===== src/rtl/semaforo_pkg.sv =====
// Shared definitions for the multi-direction traffic light controller:
// state encoding and active-low seven-segment digit patterns (gfedcba).
package semaforo_pkg;

    typedef enum logic [2:0] {
        ALLRED = 3'd0,
        GREEN  = 3'd1,
        YELLOW = 3'd2,
        PED    = 3'd3,
        FLASH  = 3'd4
    } state_t;

    localparam logic [6:0] SEG_BLANK = 7'h7f;
    localparam logic [6:0] SEG_DIGIT [10] = '{
        7'h40, 7'h79, 7'h24, 7'h30, 7'h19,
        7'h12, 7'h02, 7'h78, 7'h00, 7'h10
    };

    function automatic logic [6:0] seg7(input logic [6:0] d);
        return (d > 7'd9) ? SEG_BLANK : SEG_DIGIT[d[3:0]];
    endfunction

endpackage


===== src/rtl/semaforo_tick.sv =====
// One-cycle tick every TICK_DIV clocks, from a reloading down-counter.
module semaforo_tick #(
    parameter int TICK_DIV = 50_000_000
) (
    input  logic clk,
    input  logic rst,
    output logic tick
);
    localparam int W = $clog2(TICK_DIV);

    logic [W-1:0] cnt;

    // Counter starts at 0 after reset, so the first tick lands TICK_DIV cycles later.
    always_ff @(posedge clk) begin
        if (rst)
            cnt <= '0;
        else if (cnt == '0)
            cnt <= W'(TICK_DIV - 1);
        else
            cnt <= cnt - W'(1);
    end

    assign tick = (cnt == W'(1));

endmodule


===== src/rtl/semaforo_multi.sv =====
// Multi-direction traffic light sequencer with pedestrian windows,
// night flashing mode and a two-digit countdown display.
//
// state  | meaning
// ALLRED | every vehicle lamp red, clearance between phases
// GREEN  | direction `phase` has green
// YELLOW | direction `phase` has yellow
// PED    | all red, walk lamps for the captured requests
// FLASH  | night mode, all yellows blink on each tick
module semaforo_multi import semaforo_pkg::*; #(
    parameter int N_DIR    = 2,
    parameter int TICK_DIV = 50_000_000,
    parameter int T_GREEN  = 10,
    parameter int T_YELLOW = 3,
    parameter int T_ALLRED = 1,
    parameter int T_PED    = 5
) (
    input  logic             clk,
    input  logic             rst,
    input  logic [N_DIR-1:0] ped_req,
    input  logic             night_mode,
    output logic [N_DIR-1:0] red,
    output logic [N_DIR-1:0] yellow,
    output logic [N_DIR-1:0] green,
    output logic [N_DIR-1:0] walk,
    output logic [1:0]       phase,
    output logic [2:0]       state,
    output logic [6:0]       HEX1,
    output logic [6:0]       HEX0
);
    localparam logic [1:0] LAST = 2'(N_DIR - 1);

    logic             tick;
    state_t           st, nxt_st;
    logic [6:0]       cnt, nxt_cnt;
    logic [1:0]       nxt_phase;
    logic [N_DIR-1:0] pending, nxt_pending, walk_mask, nxt_mask, phase_oh;
    logic             flash_on, nxt_flash;
    logic [6:0]       tens, units;

    semaforo_tick #(.TICK_DIV(TICK_DIV)) u_tick (
        .clk  (clk),
        .rst  (rst),
        .tick (tick)
    );

    function automatic logic [1:0] next_dir(input logic [1:0] p);
        return (p == LAST) ? 2'd0 : p + 2'd1;
    endfunction

    always_comb begin
        nxt_st      = st;
        nxt_cnt     = cnt;
        nxt_phase   = phase;
        nxt_mask    = walk_mask;
        nxt_flash   = flash_on;
        nxt_pending = (st == FLASH) ? pending : (pending | ped_req);
        if (tick) begin
            case (st)
                ALLRED:
                    if (cnt == 7'd1) begin
                        if (night_mode) begin
                            nxt_st    = FLASH;
                            nxt_cnt   = 7'd0;
                            nxt_flash = 1'b1;
                        end else if (nxt_pending != '0) begin
                            nxt_st      = PED;
                            nxt_cnt     = 7'(T_PED);
                            nxt_mask    = nxt_pending;
                            nxt_pending = '0;
                        end else begin
                            nxt_st    = GREEN;
                            nxt_cnt   = 7'(T_GREEN);
                            nxt_phase = next_dir(phase);
                        end
                    end else
                        nxt_cnt = cnt - 7'd1;
                GREEN:
                    if (cnt == 7'd1 || night_mode) begin
                        nxt_st  = YELLOW;
                        nxt_cnt = 7'(T_YELLOW);
                    end else
                        nxt_cnt = cnt - 7'd1;
                YELLOW:
                    if (cnt == 7'd1) begin
                        nxt_st  = ALLRED;
                        nxt_cnt = 7'(T_ALLRED);
                    end else
                        nxt_cnt = cnt - 7'd1;
                PED:
                    // A walk window always runs to completion; night mode is honoured afterwards.
                    if (cnt == 7'd1) begin
                        if (night_mode) begin
                            nxt_st  = ALLRED;
                            nxt_cnt = 7'(T_ALLRED);
                        end else begin
                            nxt_st    = GREEN;
                            nxt_cnt   = 7'(T_GREEN);
                            nxt_phase = next_dir(phase);
                        end
                    end else
                        nxt_cnt = cnt - 7'd1;
                FLASH:
                    if (!night_mode) begin
                        nxt_st    = ALLRED;
                        nxt_cnt   = 7'(T_ALLRED);
                        nxt_phase = LAST;
                        nxt_flash = 1'b0;
                    end else
                        nxt_flash = ~flash_on;
                default: begin
                    nxt_st  = ALLRED;
                    nxt_cnt = 7'(T_ALLRED);
                end
            endcase
        end
    end

    assign phase_oh = {{(N_DIR-1){1'b0}}, 1'b1} << nxt_phase;

    always_ff @(posedge clk) begin
        if (rst) begin
            st        <= ALLRED;
            cnt       <= 7'(T_ALLRED);
            phase     <= LAST;
            pending   <= '0;
            walk_mask <= '0;
            flash_on  <= 1'b0;
            red       <= '1;
            yellow    <= '0;
            green     <= '0;
            walk      <= '0;
        end else begin
            st        <= nxt_st;
            cnt       <= nxt_cnt;
            phase     <= nxt_phase;
            pending   <= nxt_pending;
            walk_mask <= nxt_mask;
            flash_on  <= nxt_flash;
            red       <= '1;
            yellow    <= '0;
            green     <= '0;
            walk      <= '0;
            case (nxt_st)
                GREEN: begin
                    red   <= ~phase_oh;
                    green <= phase_oh;
                end
                YELLOW: begin
                    red    <= ~phase_oh;
                    yellow <= phase_oh;
                end
                PED:
                    walk <= nxt_mask;
                FLASH: begin
                    red    <= '0;
                    yellow <= {N_DIR{nxt_flash}};
                end
                default: ;
            endcase
        end
    end

    assign state = st;
    assign tens  = cnt / 7'd10;
    assign units = cnt % 7'd10;
    assign HEX1  = seg7(tens);
    assign HEX0  = seg7(units);

endmodule


===== config.mk =====
export PLATFORM = sky130hd
export DESIGN_NAME = semaforo_multi
export DESIGN_NICKNAME = d
export VERILOG_FILES = /design/src/rtl/semaforo_pkg.sv /design/src/rtl/semaforo_tick.sv /design/src/rtl/semaforo_multi.sv
export SDC_FILE = /design/constraint.sdc
export NUM_CORES = 1
export LEC_CHECK = 0
export CORE_MARGIN = 4
export CORE_UTILIZATION = 48
export CTS_CLUSTER_SIZE = 10
export DETAILED_ROUTE_END_ITERATION = 16
export GPL_TIMING_DRIVEN = 0
export PLACE_DENSITY_LB_ADDON = 0.2
export REMOVE_ABC_BUFFERS = 1
export SYNTH_ARGS = -nofsm -noshare
export SYNTH_HDL_FRONTEND = slang
export SYNTH_SLANG_ARGS = --single-unit

===== constraint.sdc =====
create_clock -name clk -period 7.6 [get_ports clk]
set_clock_uncertainty 0.05 [all_clocks]
set_input_delay 1.52 -clock clk [delete_from_list [all_inputs] [get_ports clk]]
set_output_delay 1.52 -clock clk [all_outputs]
set_load 0.1 [all_outputs]

==> results of run 1 <==
==> worst max path at each step <==
| stage | end | cells after the start | slack [ps] |
|---|---|---|---|
| after detailed placement | HEX0[1] | 13 | 970 |
| after CTS | HEX0[1] | 13 | 590 |
| after floorplan | HEX0[4] | 11 | 1260 |
| final | HEX0[1] | 13 | 530 |
| after global routing | HEX0[5] | 13 | 60 |
| after global placement | HEX0[5] | 13 | 1070 |
==> per-layer routing <==
layer | up-vias | wire length, um | global-route usage [%]
li1 | 1745 | - | -
met1 | 1649 | 4090 | 27.4
met2 | 88 | 3720 | 29.9
met3 | 9 | 385 | 2.89
met4 | 0 | 65 | 4.98
met5 | - | 0 | 0
==> where the power goes <==
part / leakage [nW] / internal (mW) / switching (mW)
registers: 0.415 / 0.329 / 0.0708
clock network: 0.0408 / 0.0660 / 0.0985
logic: 1.07 / 0.237 / 0.367
==> per-stage QoR <==
step	instances	utilization [%]	total power, mW	setup slack (ps)
floorplan	449	-	0.888	1260
global placement	579	54.2	0.996	1070
detailed placement	579	54.2	1.01	970
CTS	587	55.5	1.17	590
global route	587	55.4	1.26	60.8
finish	587	55.4	1.17	529
==> critical path, stage by stage, from the launching register on <==
cell	delay (ps)
dfxtp_1	900
nor2b_1	390
xnor2_1	160
a221o_1	290
nor2_1	60
o21ai_0	620
inv_1	290
xnor2_1	440
ha_1	290
nor2_1	90
o21a_1	180
a31oi_1	300
o21ai_0	160
clkdlybuf4s50_1	990
==> cell families after synthesis <==
kind of cell | count (synthesis) | synth area share (%)
and+or+nand+nor | 207 | 29.5
muxes | 5 | 1.39
buffers and inverters | 41 | 5.15
adders and majority gates | 16 | 5.42
xor gates and xnor gates | 25 | 5.93
AOI/OAI and AO/OA | 130 | 25.0
DFF | 51 | 27.6
==> state kept, by name, summed over array words and instances (netlist names) <==
signal,count
green,2
state,3
flash_on,1
yellow,2
phase,2
walk_mask,2
red,2
pending,2
cnt,7
u_tick.cnt,26
walk,2
==> area by class of cell <==
cell class	instances	area [sq um]	share of cell area [%]
multi-input cells	383	2480	60.8
flip-flops and latches	51	1020	25.0
clock inverters	3	23.8	0.582
inverters	15	56.3	1.38
clock buffers	5	68.8	1.69
repair buffers	31	305	7.48
well taps	99	124	3.03
==> cell usage after synthesis (4+ instances only) <==
cell / n
a211oi_1: 4
a21o_1: 4
a21oi_1: 29
a221o_1: 4
a31oi_1: 10
and3_1: 7
buf_6: 4
clkbuf_1: 16
dfxtp_1: 51
ha_1: 16
inv_1: 15
mux2i_1: 4
nand2_1: 40
nand2b_1: 14
nand3_1: 10
nand4_1: 4
nor2_1: 62
nor2b_1: 5
nor3_1: 21
nor4_1: 10
o21a_1: 4
o21ai_0: 23
o21bai_1: 5
o221ai_1: 5
o22ai_1: 6
o31ai_1: 5
or2_2: 4
or3_1: 4
or3_4: 5
xnor2_1: 16
xor2_1: 9
==> impl_metrics.tcl, run 1 <==
set metrics [dict create \
    reg2reg_to "red[0]" \
    hp-class "reg -> reg" \
    synth_seq_cells 51 \
    slew_headroom_pct 33.8 \
    syn2layout_area_growth_pct 10.5 \
    worstHoldPathCells 2 \
    synth_top_area_share_pct 27.6 \
    yosys_warnings 0 \
    grt_pass1_vias 3143 \
    syn_inst 475 \
    cts_num_sinks 51 \
    grt_max_degree 41 \
    clk_pin_slew_ps 110 \
    final-max-slew-violation-count 0 \
    period_minus_slack_ps 7070 \
    fin_area_sq_um 4080 \
    track_usage_pct 19.1 \
    num_rows 31 \
    drt_first_pass_iters 6 \
    postCtsHoldBufs 0 \
    synth_edf_count 0 \
    wl_mm 8.26 \
    cp-startpoint "cnt[5]" \
    ys_types 69 \
    synthesis.area_sq_um 3690 \
    fin_nets 508 \
    die_w_um 95.7 \
    ys_seq_area_share_pct 27.6 \
    gp_congestion 0.853 \
    htree_levels 2 \
    dieArea_sq_um 9170 \
    hold_viol 0 \
    via_count 3491 \
    initialDrtViolationCount 299 \
    grt_pass1_wl_mm 14.4 \
    final_cell_mix "62 x nor2_1, 51 x dfxtp_1, 40 x nand2_1" \
    crit_required_ps 6030 \
    synth_top_cell_by_area "dfxtp_1" \
    worst_hold_startpoint "phase[1]" \
    maxCapViolations 0 \
    fin_tns_setup_ps 0 \
    detail_route.wl_per_cell_um 14.1 \
    cp_max_fo 27 \
    synthFlopType "dfxtp_1" \
    setup_viol 0 \
    fmax_ghz 0.141 \
    ant_nets 0 \
    min_to "phase[1]" \
    drc 0 \
    cts-resized-gates 0 \
    core_region_area_sq_um 7370 \
    synthTopCellsByArea "dfxtp_1 28%, nor2_1 6.3%, ha_1 5.4%, nand2_1 4.1%, a21oi_1 3.9%" \
    port_buffers 31 \
    criticalPathCategory "reg -> out" \
    hpwlAfterDp_mm 5.77 \
    period_share_pct 93.0 \
    cts_setup_buffers 0 \
    cts_made_buffers 5 \
    async_reset_ff_share_pct 0 \
    p_per_area_nw_per_um2 286 \
    rrSetupSlack_ps 4630 \
    r2r_start "cnt[4]" \
    pin_count 32 \
    cts_buffer_depth 2 \
    fillers 693 \
    leakagePower_nw 1.52 \
    diodes 0 \
    crit_path_end_kind "primary output" \
    start_util_pct 50.1 \
    cp-start-kind "register" \
    avgViaCountPerCell 5.95 \
    cts_root_buffer "clkbuf_8" \
    antenna_found_initial 0 \
    avgSynthCellArea_sq_um 7.78 \
    rsz0062_at_grt "no" \
    status "finished, final reports clean" \
    placed_area_sq_um 4000 \
    whs_ps 441 \
    reg2reg_depth 7 \
    clk_latency_ps 320 \
    tightest_slew_ps 992 \
    peakVddDrop_mv 0.251 \
    globalRouteOverflowTotal 0 \
    fp.dieH_um 95.7 \
    drive_gt1_share_pct 7.38 \
    critPathArrivalTime_ps 5500 \
    cts_tree "done" \
    layout_commonest_cell "nor2_1" \
]
Power figures use the tool's default switching activity.
==> run 2, diff against run 1 <==
--- a/config.mk
+++ b/config.mk
@@ -14,4 +14,5 @@
 export REMOVE_ABC_BUFFERS = 1
 export SYNTH_ARGS = -nofsm -noshare
 export SYNTH_HDL_FRONTEND = slang
+export SYNTH_HIERARCHICAL = 1
 export SYNTH_SLANG_ARGS = --single-unit
==> impl_metrics.tcl, run 2 <==
set metrics [dict create \
    status "finished, final reports clean" \
    final_cell_mix "51 x dfxtp_1, 41 x nor2_1, 36 x nand2_1" \
    cp_max_fo 12 \
    hpwlAfterDp_mm 5.85 \
    netlist_top_cells_count "51 x dfxtp_1, 41 x nor2_1, 36 x a21oi_1, 36 x nand2_1, 29 x o21ai_0" \
    syn_inst 487 \
    period_minus_slack_ps 6900 \
    die_w_um 96.0 \
    cts-resized-gates 0 \
    detail_route.wl_per_cell_um 14.2 \
    dieArea_sq_um 9210 \
    period_share_pct 90.7 \
    criticalPathCategory "reg -> out" \
    dp_cells 584 \
    p_switching_mw 0.651 \
    antenna_found_initial 0 \
    num_rows 31 \
    maxCapViolations 0 \
    initialDrtViolationCount 257 \
    fin_tns_setup_ps 0 \
    crit_required_ps 6030 \
    async_reset_ff_share_pct 0 \
    regMostFlops "u_tick/cnt" \
    internal_power_mw 0.669 \
    clk_pin_slew_ps 90 \
    start_util_pct 50.4 \
    gp_congestion 0.841 \
    synth_edf_count 0 \
    synth_seq_cells 51 \
    fp.dieH_um 96.0 \
    synthesis.area_sq_um 3720 \
    fin_ws_ps 704 \
    cts_setup_buffers 0 \
    ys_types 74 \
    cts_buffer_depth 2 \
    drc 0 \
    rsz0062_at_grt "no" \
    grt_max_degree 51 \
    seq_power_share_pct 30.9 \
    syn2layout_area_growth_pct 9.29 \
    cts_num_sinks 51 \
    leakagePower_nw 1.46 \
    fin_nets 513 \
    met1_usage_pct 27.5 \
    layout_commonest_cell "dfxtp_1" \
    fmax_ghz 0.145 \
    gr-usage-met3_pct 2.11 \
    synthFlopType "dfxtp_1" \
    postCtsHoldBufs 0 \
    hold_viol 0 \
    diodes 0 \
    cts_tree "done" \
    avgSynthCellArea_sq_um 7.63 \
    via_count 3580 \
    p_sw_share_pct 49.3 \
    htree_levels 2 \
    core_region_area_sq_um 7370 \
    clk_latency_ps 300 \
    wl_mm 8.39 \
    clkPwrFrac_pct 11.6 \
    grt_pass1_vias 3247 \
    avgViaCountPerCell 6.05 \
    largest_reg_flops 26 \
    tightest_slew_ps 1130 \
    drt_first_pass_iters 5 \
    pin_count 32 \
    final_cell_count_no_fill 592 \
    grt_pass1_wl_mm 14.8 \
    preCtsSetupSlack_ps 720 \
    critPathArrivalTime_ps 5330 \
    comb_power_share_pct 57.5 \
    crit_path_end_kind "primary output" \
    hp-class "reg -> reg" \
    drive_gt1_share_pct 5.48 \
    met2_usage_pct 30.4 \
    cp-start-kind "register" \
    track_usage_pct 19.2 \
    synth_top_cell_by_area "dfxtp_1" \
    synth_most_common_cell "dfxtp_1" \
    ys_seq_area_share_pct 27.5 \
    setup_viol 0 \
    port_buffers 31 \
    p_per_area_nw_per_um2 325 \
    synthTopCellsByArea "dfxtp_1 27%, ha_1 5.4%, a21oi_1 4.8%, nor2_1 4.1%, o21ai_0 3.9%" \
    slew_headroom_pct 24.0 \
    yosys_warnings 6 \
    final-max-slew-violation-count 0 \
    grt-busiest-layer "met2" \
    peakVddDrop_mv 0.216 \
    ant_nets 0 \
    cts_root_buffer "clkbuf_8" \
    globalRouteOverflowTotal 0 \
    cts_made_buffers 5 \
    synth_top_area_share_pct 27.5 \
]
## run 2: final timing paths
| kind | from | to | slack (ps) | cells after the start |
|---|---|---|---|---|
| worst max-delay path | cnt[0] | HEX0[3] | 700 | 16 |
| worst max register to register | u_tick/cnt[17] | yellow[0] | 3410 | 9 |
| worst min-delay path | walk_mask[1] | walk_mask[1] | 430 | 2 |
| worst min register to register | walk_mask[1] | walk_mask[1] | 430 | 2 |
## run 2: worst max-delay path: stages, from the launching register on
cell and delay, ps:
dfxtp_1 490, inv_1 260, ha_1 320, nor2b_1 170
nor3_1 70, a211o_1 330, a21oi_2 420, o21ai_1 330
xnor2_1 470, ha_1 300, nand2b_1 220, nor2_1 60
nand4_1 110, o21ai_1 70, a211oi_1 280, o21ai_0 140
clkdlybuf4s50_1 980
## run 2: stage by stage
| stage | hold WS (ps) | total power, mW | utilization, % | instance area, sq um |
|---|---|---|---|---|
| after floorplan | 382 | 1.01 | - | 3540 |
| after detailed placement | 418 | 1.17 | 53.9 | 3970 |
| after global placement | 398 | 1.16 | 54.0 | 3980 |
| final | 429 | 1.32 | 55.1 | 4060 |
| after global routing | 461 | 1.43 | 55.1 | 4060 |
| after CTS | 432 | 1.33 | 55.1 | 4060 |
## run 2: cells by family (layout without fill, tap and decap cells)
kind of cell | Yosys count | after routing | share of synthesized area [%]
flip-flops | 51 | 51 | 27.5
multiplexers | 5 | 5 | 1.38
AO/OA/AOI/OAI | 156 | 156 | 27.4
buffers and inverters | 48 | 54 | 6.16
AND/OR/NAND/NOR | 199 | 199 | 29.3
XOR/XNOR | 11 | 11 | 2.59
adder cells (fa/ha/maj) | 17 | 17 | 5.69
## run 2: per-layer routing
layer / vias up / wire length, um
met5: - / 0
met3: 11 / 339
li1: 1821 / -
met1: 1659 / 4090
met2: 89 / 3870
met4: 0 / 99
## run 2: cell type report
type                            instances  area, sq um
Timing Repair Buffer                   31          305
Clock buffer                            6         72.6
Inverter                               15         56.3
Tap cell                               99          124
Fill cell                             718         3310
Sequential cell                        51         1020
Clock inverter                          2         12.5
Multi-Input combinational cell        388         2470
## run 2: power by group through the flow
stage	logic, mW	clock network [mW]	registers [mW]
3_3_place_gp	0.747	0	0.409
3_5_place_dp	0.759	0	0.412
2_1_floorplan	0.561	0	0.444
6_report	0.760	0.153	0.407
4_1_cts	0.763	0.159	0.406
5_1_grt	0.848	0.166	0.420
==> run 3, diff against run 2 <==
--- a/config.mk
+++ b/config.mk
@@ -5,6 +5,7 @@
 export SDC_FILE = /design/constraint.sdc
 export NUM_CORES = 1
 export LEC_CHECK = 0
+export ABC_CLOCK_PERIOD_IN_PS = 7600
 export CORE_MARGIN = 4
 export CORE_UTILIZATION = 48
 export CTS_CLUSTER_SIZE = 10
==> results of run 3 <==
Final layout, timing and power as in run 2 (identical DEF).
